<file path="src/rtl/ahb_apb_bridge_ctrl_if.sv">
// Bus bundle between the AHB slave side and the APB master side of the bridge controller.
// The slave modport is the controller's view; master is the surrounding system's view.
interface ahb_apb_bridge_ctrl_if #(
    parameter int unsigned NUM_SLV = 4
);
    logic [1:0]         Htrans;
    logic [31:0]        Haddr;
    logic               Hwrite;
    logic [31:0]        Hwdata;
    logic [2:0]         Hsize;
    logic [2:0]         Hburst;
    logic               Hreadyin;
    logic               Hreadyout;
    logic [1:0]         Hresp;
    logic [31:0]        Hrdata;
    logic [31:0]        Prdata;
    logic [31:0]        Paddr;
    logic [31:0]        Pwdata;
    logic               Pwrite;
    logic [NUM_SLV-1:0] Pselx;
    logic               Penable;

    modport slave (
        input  Htrans, Haddr, Hwrite, Hwdata, Hsize, Hburst, Hreadyin, Prdata,
        output Hreadyout, Hresp, Hrdata, Paddr, Pwdata, Pwrite, Pselx, Penable
    );

    modport master (
        output Htrans, Haddr, Hwrite, Hwdata, Hsize, Hburst, Hreadyin, Prdata,
        input  Hreadyout, Hresp, Hrdata, Paddr, Pwdata, Pwrite, Pselx, Penable
    );
endinterface

</file>
<file path="src/rtl/ahb_apb_bridge_ctrl.sv">
// AHB-to-APB bridge sequencer: decodes single AHB beats to one of NUM_SLV APB peripherals,
// runs SETUP/ENABLE, and answers AHB with three wait states (or a two-cycle ERROR).
//   state  | meaning
//   IDLE   | ready, accepts a transfer
//   WDATA  | first data-phase cycle, captures Hwdata
//   SETUP  | APB select asserted, Penable low
//   ENABLE | Penable high, Prdata captured on reads
//   ERR1   | undecoded address, ERROR with wait state
//   ERR2   | ERROR completes, may accept next transfer
module ahb_apb_bridge_ctrl #(
    parameter logic [31:0] BASE_ADDR     = 32'h8000_0000,
    parameter int unsigned SLV_SIZE_LOG2 = 26,
    parameter int unsigned NUM_SLV       = 4
) (
    input  logic                 clk,
    input  logic                 Hreset,
    ahb_apb_bridge_ctrl_if.slave bus
);

    typedef enum logic [2:0] {
        IDLE,
        WDATA,
        SETUP,
        ENABLE,
        ERR1,
        ERR2
    } state_e;

    localparam logic [1:0] RESP_OKAY  = 2'b00;
    localparam logic [1:0] RESP_ERROR = 2'b01;

    state_e             state_q;
    logic               hreadyout_q;
    logic [1:0]         hresp_q;
    logic [31:0]        hrdata_q;
    logic [31:0]        paddr_q;
    logic [31:0]        pwdata_q;
    logic               pwrite_q;
    logic [NUM_SLV-1:0] pselx_q;
    logic               penable_q;
    logic [31:0]        addr_q;
    logic               write_q;
    logic [NUM_SLV-1:0] sel_q;

    logic [31:0]        offset;
    logic [31:0]        idx;
    logic               decoded;
    logic               valid;
    logic [NUM_SLV-1:0] sel_d;

    // Offset wraps for addresses below the window; the >= test rejects those.
    always_comb begin
        offset  = bus.Haddr - BASE_ADDR;
        idx     = offset >> SLV_SIZE_LOG2;
        decoded = (bus.Haddr >= BASE_ADDR) && (idx < NUM_SLV);
        sel_d   = '0;
        if (decoded) begin
            sel_d = NUM_SLV'(1) << idx;
        end
        valid   = bus.Htrans[1] && bus.Hreadyin && hreadyout_q;
    end

    always_ff @(posedge clk or posedge Hreset) begin
        if (Hreset) begin
            state_q     <= IDLE;
            hreadyout_q <= 1'b1;
            hresp_q     <= RESP_OKAY;
            hrdata_q    <= '0;
            paddr_q     <= '0;
            pwdata_q    <= '0;
            pwrite_q    <= 1'b0;
            pselx_q     <= '0;
            penable_q   <= 1'b0;
            addr_q      <= '0;
            write_q     <= 1'b0;
            sel_q       <= '0;
        end else begin
            case (state_q)
                IDLE, ERR2: begin
                    if (valid && decoded) begin
                        state_q     <= WDATA;
                        addr_q      <= bus.Haddr;
                        write_q     <= bus.Hwrite;
                        sel_q       <= sel_d;
                        hreadyout_q <= 1'b0;
                        hresp_q     <= RESP_OKAY;
                    end else if (valid) begin
                        state_q     <= ERR1;
                        hreadyout_q <= 1'b0;
                        hresp_q     <= RESP_ERROR;
                    end else begin
                        state_q     <= IDLE;
                        hreadyout_q <= 1'b1;
                        hresp_q     <= RESP_OKAY;
                    end
                end
                WDATA: begin
                    state_q   <= SETUP;
                    pselx_q   <= sel_q;
                    penable_q <= 1'b0;
                    paddr_q   <= addr_q;
                    pwrite_q  <= write_q;
                    pwdata_q  <= bus.Hwdata;
                end
                SETUP: begin
                    state_q   <= ENABLE;
                    penable_q <= 1'b1;
                end
                ENABLE: begin
                    if (!pwrite_q) begin
                        hrdata_q <= bus.Prdata;
                    end
                    state_q     <= IDLE;
                    pselx_q     <= '0;
                    penable_q   <= 1'b0;
                    hreadyout_q <= 1'b1;
                end
                ERR1: begin
                    state_q     <= ERR2;
                    hreadyout_q <= 1'b1;
                    hresp_q     <= RESP_ERROR;
                end
                default: begin
                    state_q     <= IDLE;
                    hreadyout_q <= 1'b1;
                    hresp_q     <= RESP_OKAY;
                    pselx_q     <= '0;
                    penable_q   <= 1'b0;
                end
            endcase
        end
    end

    assign bus.Hreadyout = hreadyout_q;
    assign bus.Hresp     = hresp_q;
    assign bus.Hrdata    = hrdata_q;
    assign bus.Paddr     = paddr_q;
    assign bus.Pwdata    = pwdata_q;
    assign bus.Pwrite    = pwrite_q;
    assign bus.Pselx     = pselx_q;
    assign bus.Penable   = penable_q;

    // Size and burst carry no information for this bridge.
    logic unused_hsize_hburst;
    assign unused_hsize_hburst = ^{bus.Hsize, bus.Hburst};

endmodule

</file>
<file path="src/flat_wrapper.sv">
// flat-port wrapper written by rule: the top's interface ports become plain ports
module ahb_apb_bridge_ctrl_flat 
#(
    parameter logic [31:0] BASE_ADDR     = 32'h8000_0000,
    parameter int unsigned SLV_SIZE_LOG2 = 26,
    parameter int unsigned NUM_SLV       = 4
)
  (clk, Hreset, bus_Htrans, bus_Haddr, bus_Hwrite, bus_Hwdata, bus_Hsize, bus_Hburst, bus_Hreadyin, bus_Prdata, bus_Hreadyout, bus_Hresp, bus_Hrdata, bus_Paddr, bus_Pwdata, bus_Pwrite, bus_Pselx, bus_Penable);
  ahb_apb_bridge_ctrl_if #(.NUM_SLV(NUM_SLV)) bus_i ();
  input  logic clk;
  input  logic Hreset;
  input wire logic [$bits(bus_i.Htrans)-1:0] bus_Htrans;
  input wire logic [$bits(bus_i.Haddr)-1:0] bus_Haddr;
  input wire logic [$bits(bus_i.Hwrite)-1:0] bus_Hwrite;
  input wire logic [$bits(bus_i.Hwdata)-1:0] bus_Hwdata;
  input wire logic [$bits(bus_i.Hsize)-1:0] bus_Hsize;
  input wire logic [$bits(bus_i.Hburst)-1:0] bus_Hburst;
  input wire logic [$bits(bus_i.Hreadyin)-1:0] bus_Hreadyin;
  input wire logic [$bits(bus_i.Prdata)-1:0] bus_Prdata;
  output wire logic [$bits(bus_i.Hreadyout)-1:0] bus_Hreadyout;
  output wire logic [$bits(bus_i.Hresp)-1:0] bus_Hresp;
  output wire logic [$bits(bus_i.Hrdata)-1:0] bus_Hrdata;
  output wire logic [$bits(bus_i.Paddr)-1:0] bus_Paddr;
  output wire logic [$bits(bus_i.Pwdata)-1:0] bus_Pwdata;
  output wire logic [$bits(bus_i.Pwrite)-1:0] bus_Pwrite;
  output wire logic [$bits(bus_i.Pselx)-1:0] bus_Pselx;
  output wire logic [$bits(bus_i.Penable)-1:0] bus_Penable;
  assign bus_i.Htrans = bus_Htrans;
  assign bus_i.Haddr = bus_Haddr;
  assign bus_i.Hwrite = bus_Hwrite;
  assign bus_i.Hwdata = bus_Hwdata;
  assign bus_i.Hsize = bus_Hsize;
  assign bus_i.Hburst = bus_Hburst;
  assign bus_i.Hreadyin = bus_Hreadyin;
  assign bus_i.Prdata = bus_Prdata;
  assign bus_Hreadyout = bus_i.Hreadyout;
  assign bus_Hresp = bus_i.Hresp;
  assign bus_Hrdata = bus_i.Hrdata;
  assign bus_Paddr = bus_i.Paddr;
  assign bus_Pwdata = bus_i.Pwdata;
  assign bus_Pwrite = bus_i.Pwrite;
  assign bus_Pselx = bus_i.Pselx;
  assign bus_Penable = bus_i.Penable;
  ahb_apb_bridge_ctrl #(.BASE_ADDR(BASE_ADDR), .SLV_SIZE_LOG2(SLV_SIZE_LOG2), .NUM_SLV(NUM_SLV)) u_core (.clk(clk), .Hreset(Hreset), .bus(bus_i));
endmodule
</file>
<file path="config.mk">
export PLATFORM = sky130hd
export DESIGN_NAME = ahb_apb_bridge_ctrl_flat
export DESIGN_NICKNAME = d
export VERILOG_FILES = /design/src/rtl/ahb_apb_bridge_ctrl_if.sv /design/src/rtl/ahb_apb_bridge_ctrl.sv /design/src/flat_wrapper.sv
export SDC_FILE = /design/constraint.sdc
export NUM_CORES = 1
export LEC_CHECK = 0
export CORE_UTILIZATION = 39
export DETAILED_ROUTE_END_ITERATION = 8
export PLACE_DENSITY = 0.75
export RECOVER_POWER = 50
export SYNTH_ARGS = -nofsm -noshare
export SYNTH_HDL_FRONTEND = slang
export SYNTH_SLANG_ARGS = --single-unit
export TNS_END_PERCENT = 50
</file>
<file path="constraint.sdc">
create_clock -name clk -period 4.5 [get_ports clk]
set_clock_uncertainty 0.1 [all_clocks]
set_input_delay 0.9 -clock clk [delete_from_list [all_inputs] [get_ports clk]]
set_output_delay 0.9 -clock clk [all_outputs]
set_load 0.01 [all_outputs]
</file>
; Yosys cells after proc, flatten, opt, wreduce, memory -nomap -nowiden
; Cells that the tools add are included.
[word_totals]
reg_bits = 145
in_bits = 108
[classes]
add_sub_neg = 1
magnitude_cmp = 2
n_eq_ne = 5
shifts = 1
n_mux = 12
bitwise_logic = 1
n_reduce_logical = 12
[op_table]
columns = op, n
row1 = greater-or-equal comparator 32 bit (second input constant), 1
row2 = subtractor 32 bit (second input constant), 1
row3 = case mux 3 bit (4 select lines), 1
row4 = case mux 4 bit (2 select lines), 1
row5 = == test 3 x 2 -> 1 bit (second input constant), 2
row6 = == test 3 bit (second input constant), 2
row7 = less-than comparator 6 x 3 -> 1 bit (second input constant), 1
row8 = 2-to-1 mux 3 bit, 2
row9 = case mux 2 bit (3 select lines), 1
row10 = OR reduction 3 bit, 2
row11 = left shift 1 x 6 -> 4 bit (first input constant), 1
row12 = logical AND 1 bit, 4
row13 = 2-to-1 mux 4 bit, 1
row14 = case mux 1 bit (2 select lines), 2
row15 = AND reduction 2 bit, 2
row16 = OR reduction 2 bit, 2
row17 = OR reduction 4 bit, 1
row18 = == test 3 x 1 -> 1 bit (second input constant), 1
row19 = logical NOT 3 bit, 1
row20 = 2-to-1 mux 1 bit, 3
row21 = 2-to-1 mux 2 bit, 1
row22 = NOT 1 bit, 1

; Logic depth before layout (Yosys ltp)
[logic_depth]
word_depth = 6
depth_mapped = 6
mapped_depth_nobuf = 3

; Least setup slack after synthesis
; Ideal clock, no wire load.
[synth_path]
path_kind = input-to-reg
start = input bus_Haddr[28]
end = register u_core.addr_q[10]
setup_ns = 0.125
arrival_time_ns = 2.250
required_time_ns = 4.275
setup_slack_ns = 2.025
stages = 5
n_path_buf = 2
path_cell_list = or4b_4 nor3b_2 buf_6 buf_12 mux2_2
[synth_between]
elab_chain_cells = 5
word_cells_on_any_way = 6
classes_between = add/sub: 1 / order compare: 2 / reduce/logical: 3
[synth_rtl]
columns = item, line
row1 = start: declaration, flat_wrapper.sv:13  ; input wire logic [$bits(bus_i.Haddr)-1:0] bus_Haddr;
row2 = subtractor 32 bit, ahb_apb_bridge_ctrl.sv:53  ; offset = bus.Haddr - BASE_ADDR;
row3 = less-than comparator 6 x 3 -> 1 bit, ahb_apb_bridge_ctrl.sv:55  ; decoded = (bus.Haddr >= BASE_ADDR) && (idx < NUM_SLV);
row4 = logical AND 1 bit (*), ahb_apb_bridge_ctrl.sv:55
row5 = logical AND 1 bit (*), ahb_apb_bridge_ctrl.sv:80  ; if (valid && decoded) begin
row6 = AND reduction 2 bit (no source line) (*), -
row7 = end signal: assignment, ahb_apb_bridge_ctrl.sv:82  ; addr_q <= bus.Haddr;
row8 = end: declaration, ahb_apb_bridge_ctrl.sv:41  ; logic [31:0] addr_q;
; Every way passes the cells marked *; elsewhere a longest branch is shown, timed or not.
; A chain may end at the register's enable or synchronous reset.

; Worst setup path in the final report
[layout_path]
start = register u_core.state_q[0]
end = register u_core.paddr_q[25] (netlist: u_core.bus.Paddr[25])
[layout_between]
elab_chain_cells = 1
[layout_rtl]
columns = item, line
row1 = start: declaration, ahb_apb_bridge_ctrl.sv:32  ; state_e state_q;
row2 = start signal: assignment, ahb_apb_bridge_ctrl.sv:65  ; state_q <= IDLE;
row3 = start signal: assignment, ahb_apb_bridge_ctrl.sv:81  ; state_q <= WDATA;
row4 = start signal: assignment, ahb_apb_bridge_ctrl.sv:88  ; state_q <= ERR1;
row5 = == test 3 x 1 -> 1 bit, ahb_apb_bridge_ctrl.sv:78  ; case (state_q)
row6 = end signal: assignment, ahb_apb_bridge_ctrl.sv:101  ; paddr_q <= addr_q;
row7 = end: declaration, ahb_apb_bridge_ctrl.sv:36  ; logic [31:0] paddr_q;
; Every way passes these cells.

==> impl_metrics.yaml <==
status:
  outcome: "finished with violations"
  violations: "max-capacitance violations, max-slew violations"
placement:
  dp.final_hpwl_mm: 8.32
  portBuffers: 204
  gp_congestion: 0.726
detailed_routing:
  vias_per_cell: 4.72
  post-route-drc-count: 0
  drt_pass1_iterations: 4
  drtIter0Drc: 140
  drtAntennaViolNets: 0
  wl_per_cell_um: 16.0
  vias: 3455
  wl_mm: 11.7
power:
  p_leak_nw: 3.59
  power_mw: 5.57
  power.density_mw_per_mm2: 676
  ir_worst_vdd_mv: 0.259
yosys:
  synth_common_cells: "143 x dfrtp_1, 126 x mux2_2, 13 x buf_2"
  synthMuxAreaShare_pct: 26.6
  syn_nets: 441
  syn_area_mm2: 0.00549
  yosys_warnings: 0
  synth_top_flop_cell: "dfrtp_1"
  ys_seq_area_share_pct: 65.6
  synth_cells: 333
  synth_edf_count: 0
  yosysTopAreaCell: "dfrtp_1"
  ys_types: 31
  synth-simple-area-share_pct: 2.55
  synth_top_family_by_area: "multiplexers"
  yosysMostFrequentCell: "dfrtp_1"
  yosys.area.top_type_share_pct: 65.2
  ys_async_sr_fraction_pct: 100
  synthTopCellsByArea: "dfrtp_1 65%, mux2_2 26%, buf_2 1.2%"
  synth_compound_area_share_pct: 1.66
  ys_ff_latch: 144
  avgSynthCellArea_um2: 16.5
  synth_adder_area_share_pct: 0
  synth_xor_xnor_area_share_pct: 0.478
floorplanning:
  dieArea_mm2: 0.0146
  core_mm2: 0.0135
  die_height_um: 121
  ios: 213
  row_count: 42
  die_w_um: 121
  start_util_pct: 40.7
worst_hold_path:
  hold_path.class: "reg2reg"
  hold_depth: 1
  holdPathEnd: "u_core.addr_q[31]$_DFFE_PP0P_"
  min_from: "u_core.addr_q[31]$_DFFE_PP0P_"
global_route:
  grt_remaining_overflow: 0
  grt_pass1_vias: 3688
  grt_pass1_wl_mm: 18.5
  grtUsageTotal_pct: 16.6
  grt_max_degree: 80
  antenna_found_initial: 0
critical_path:
  crit_required_ns: 4.68
  arrival_ns: 3.26
  reg2reg_depth: 3
  ff2ff_setup_slack_ns: 1.42
  crit_path_start_kind: "register"
  crit_path_end_kind: "register"
  rr_endpoint: "u_core.bus.Paddr[25]$_DFFE_PP0P_"
  worstSetupPathType: "reg2reg"
  reg2reg_from: "u_core.state_q[0]$_DFF_PP0_"
  crit_fanout: 36
finish:
  nets: 651
  fill_cells: 1053
  layout-area-overhead-vs-synth_pct: 49.9
  n_antenna_cell: 0
  drive_gt1_share_pct: 29.5
cts:
  cts_buffers: 17
  cts_tree: "done"
  path_clk_slew_ns: 0.06
  post_cts_buffers: 0
  cts_hold_buf: 0
  cts_buffer_depth: 2
  ctsResizeCount: 0
  h-tree-depth: 4
  clk-insertion-delay-late_ns: 0.40
  clock_sinks: 144
  cts_root_buf: "clkbuf_16"
timing:
  finalCriticalPeriod_ns: 3.08
  setup_tns_ns: 0
  hold_violations: 0
  max_freq_ghz: 0.325
  relSlewSlack_pct: -40.1
  finalSetupViolCount: 0
  worstMarginPinSlew_ns: 2.10
  finalCritPeriodShare_pct: 68.4
  report.final.slew_viol_count: 103
  rsz0062_at_grt: "false"
flow_run:
  cap_viol_max_count: 3
==> cell type report <==
type / instances / area [um2] / area share [%]
Multi-Input combinational cell: 166 / 1720 / 20.9
Sequential cell: 144 / 3600 / 43.8
Timing Repair Buffer: 210 / 2090 / 25.4
Tap cell: 176 / 220 / 2.67
Clock inverter: 11 / 113 / 1.37
Clock buffer: 21 / 470 / 5.71
Inverter: 4 / 16.3 / 0.198
==> worst max path at each step <==
stage,depth (start not counted),end,from,slack [ns]
after floorplan,1,u_core.addr_q[0]$_DFFE_PP0P_,Hreset,1.70
after global placement,5,u_core.addr_q[7]$_DFFE_PP0P_,bus_Haddr[28],1.29
after detailed placement,5,u_core.addr_q[5]$_DFFE_PP0P_,bus_Haddr[28],1.28
after CTS,5,u_core.addr_q[5]$_DFFE_PP0P_,bus_Haddr[28],1.70
after global routing,3,u_core.bus.Pwdata[12]$_DFFE_PP0P_,u_core.state_q[0]$_DFF_PP0_,1.13
final,3,u_core.bus.Paddr[25]$_DFFE_PP0P_,u_core.state_q[0]$_DFF_PP0_,1.42
==> placed cells by master (no fill, tap or decap), types with 2 or more instances in the layout <==
master and count:
nor2_1 3, clkinvlp_4 3, mux2_2 126, buf_4 2, bufinv_16 2, clkbuf_8 3
clkdlybuf4s50_1 202, dfrtp_1 143, dlygate4sd3_1 2, nor2b_1 6, clkinv_2 6, mux2_1 3
clkbuf_1 4, nand2b_1 2, inv_1 3, xnor2_1 3, a22o_1 3, clkbuf_16 17
o22ai_1 3, nand2_1 2
==> report_power, final <==
group	total, mW	internal [mW]	switching [mW]
Sequential	2.12	1.83	0.290
Clock	1.36	0.854	0.503
Combinational	2.09	1.34	0.747
Total	5.57	4.03	1.54
==> layer usage <==
| layer | vias up | track usage (%) | part of all wire, % |
|---|---|---|---|
| li1 | 1593 | - | - |
| met1 | 1728 | 18.6 | 40 |
| met2 | 123 | 29.5 | 52 |
| met3 | 11 | 5.38 | 6.6 |
| met4 | 0 | 6.02 | 1.1 |
| met5 | - | 0 | 0 |
==> logic make-up after synthesis <==
family | after synthesis
multiplexers | 130
flip-flops | 144
buffers and inverters | 23
AO/OA/AOI/OAI | 12
other | 1
XOR/XNOR | 3
AND/OR/NAND/NOR | 20
==> through the flow <==
stage,cell area [um2],setup slack [ns],instances,hold WS (ns),utilization [%]
2_1_floorplan,5500,1.70,333,0.333,-
3_3_place_gp,7680,1.29,700,0.347,56.9
3_5_place_dp,7680,1.28,700,0.354,56.9
4_1_cts,8260,1.70,732,0.368,61.2
5_1_grt,8230,1.13,732,0.387,61.0
6_report,8230,1.42,732,0.367,61.0
==> flip-flops by register name, indices dropped and copies added, names as in the netlist <==
| name | count |
|---|---|
| u_core.bus.Pwrite | 1 |
| u_core.write_q | 1 |
| u_core.bus.Hreadyout | 1 |
| u_core.bus.Paddr | 32 |
| u_core.bus.Hresp | 1 |
| u_core.bus.Penable | 1 |
| u_core.bus.Hrdata | 32 |
| u_core.bus.Pwdata | 32 |
| u_core.addr_q | 32 |
| u_core.bus.Pselx | 4 |
| u_core.state_q | 3 |
| u_core.sel_q | 4 |
==> critical path: stages, from the launching register on <==
cell	delay, ns
dfrtp_1	0.55
nor3b_1	0.29
clkbuf_1	1.54
mux2_2	0.45
No activity file was read; power rests on OpenSTA's default activity.
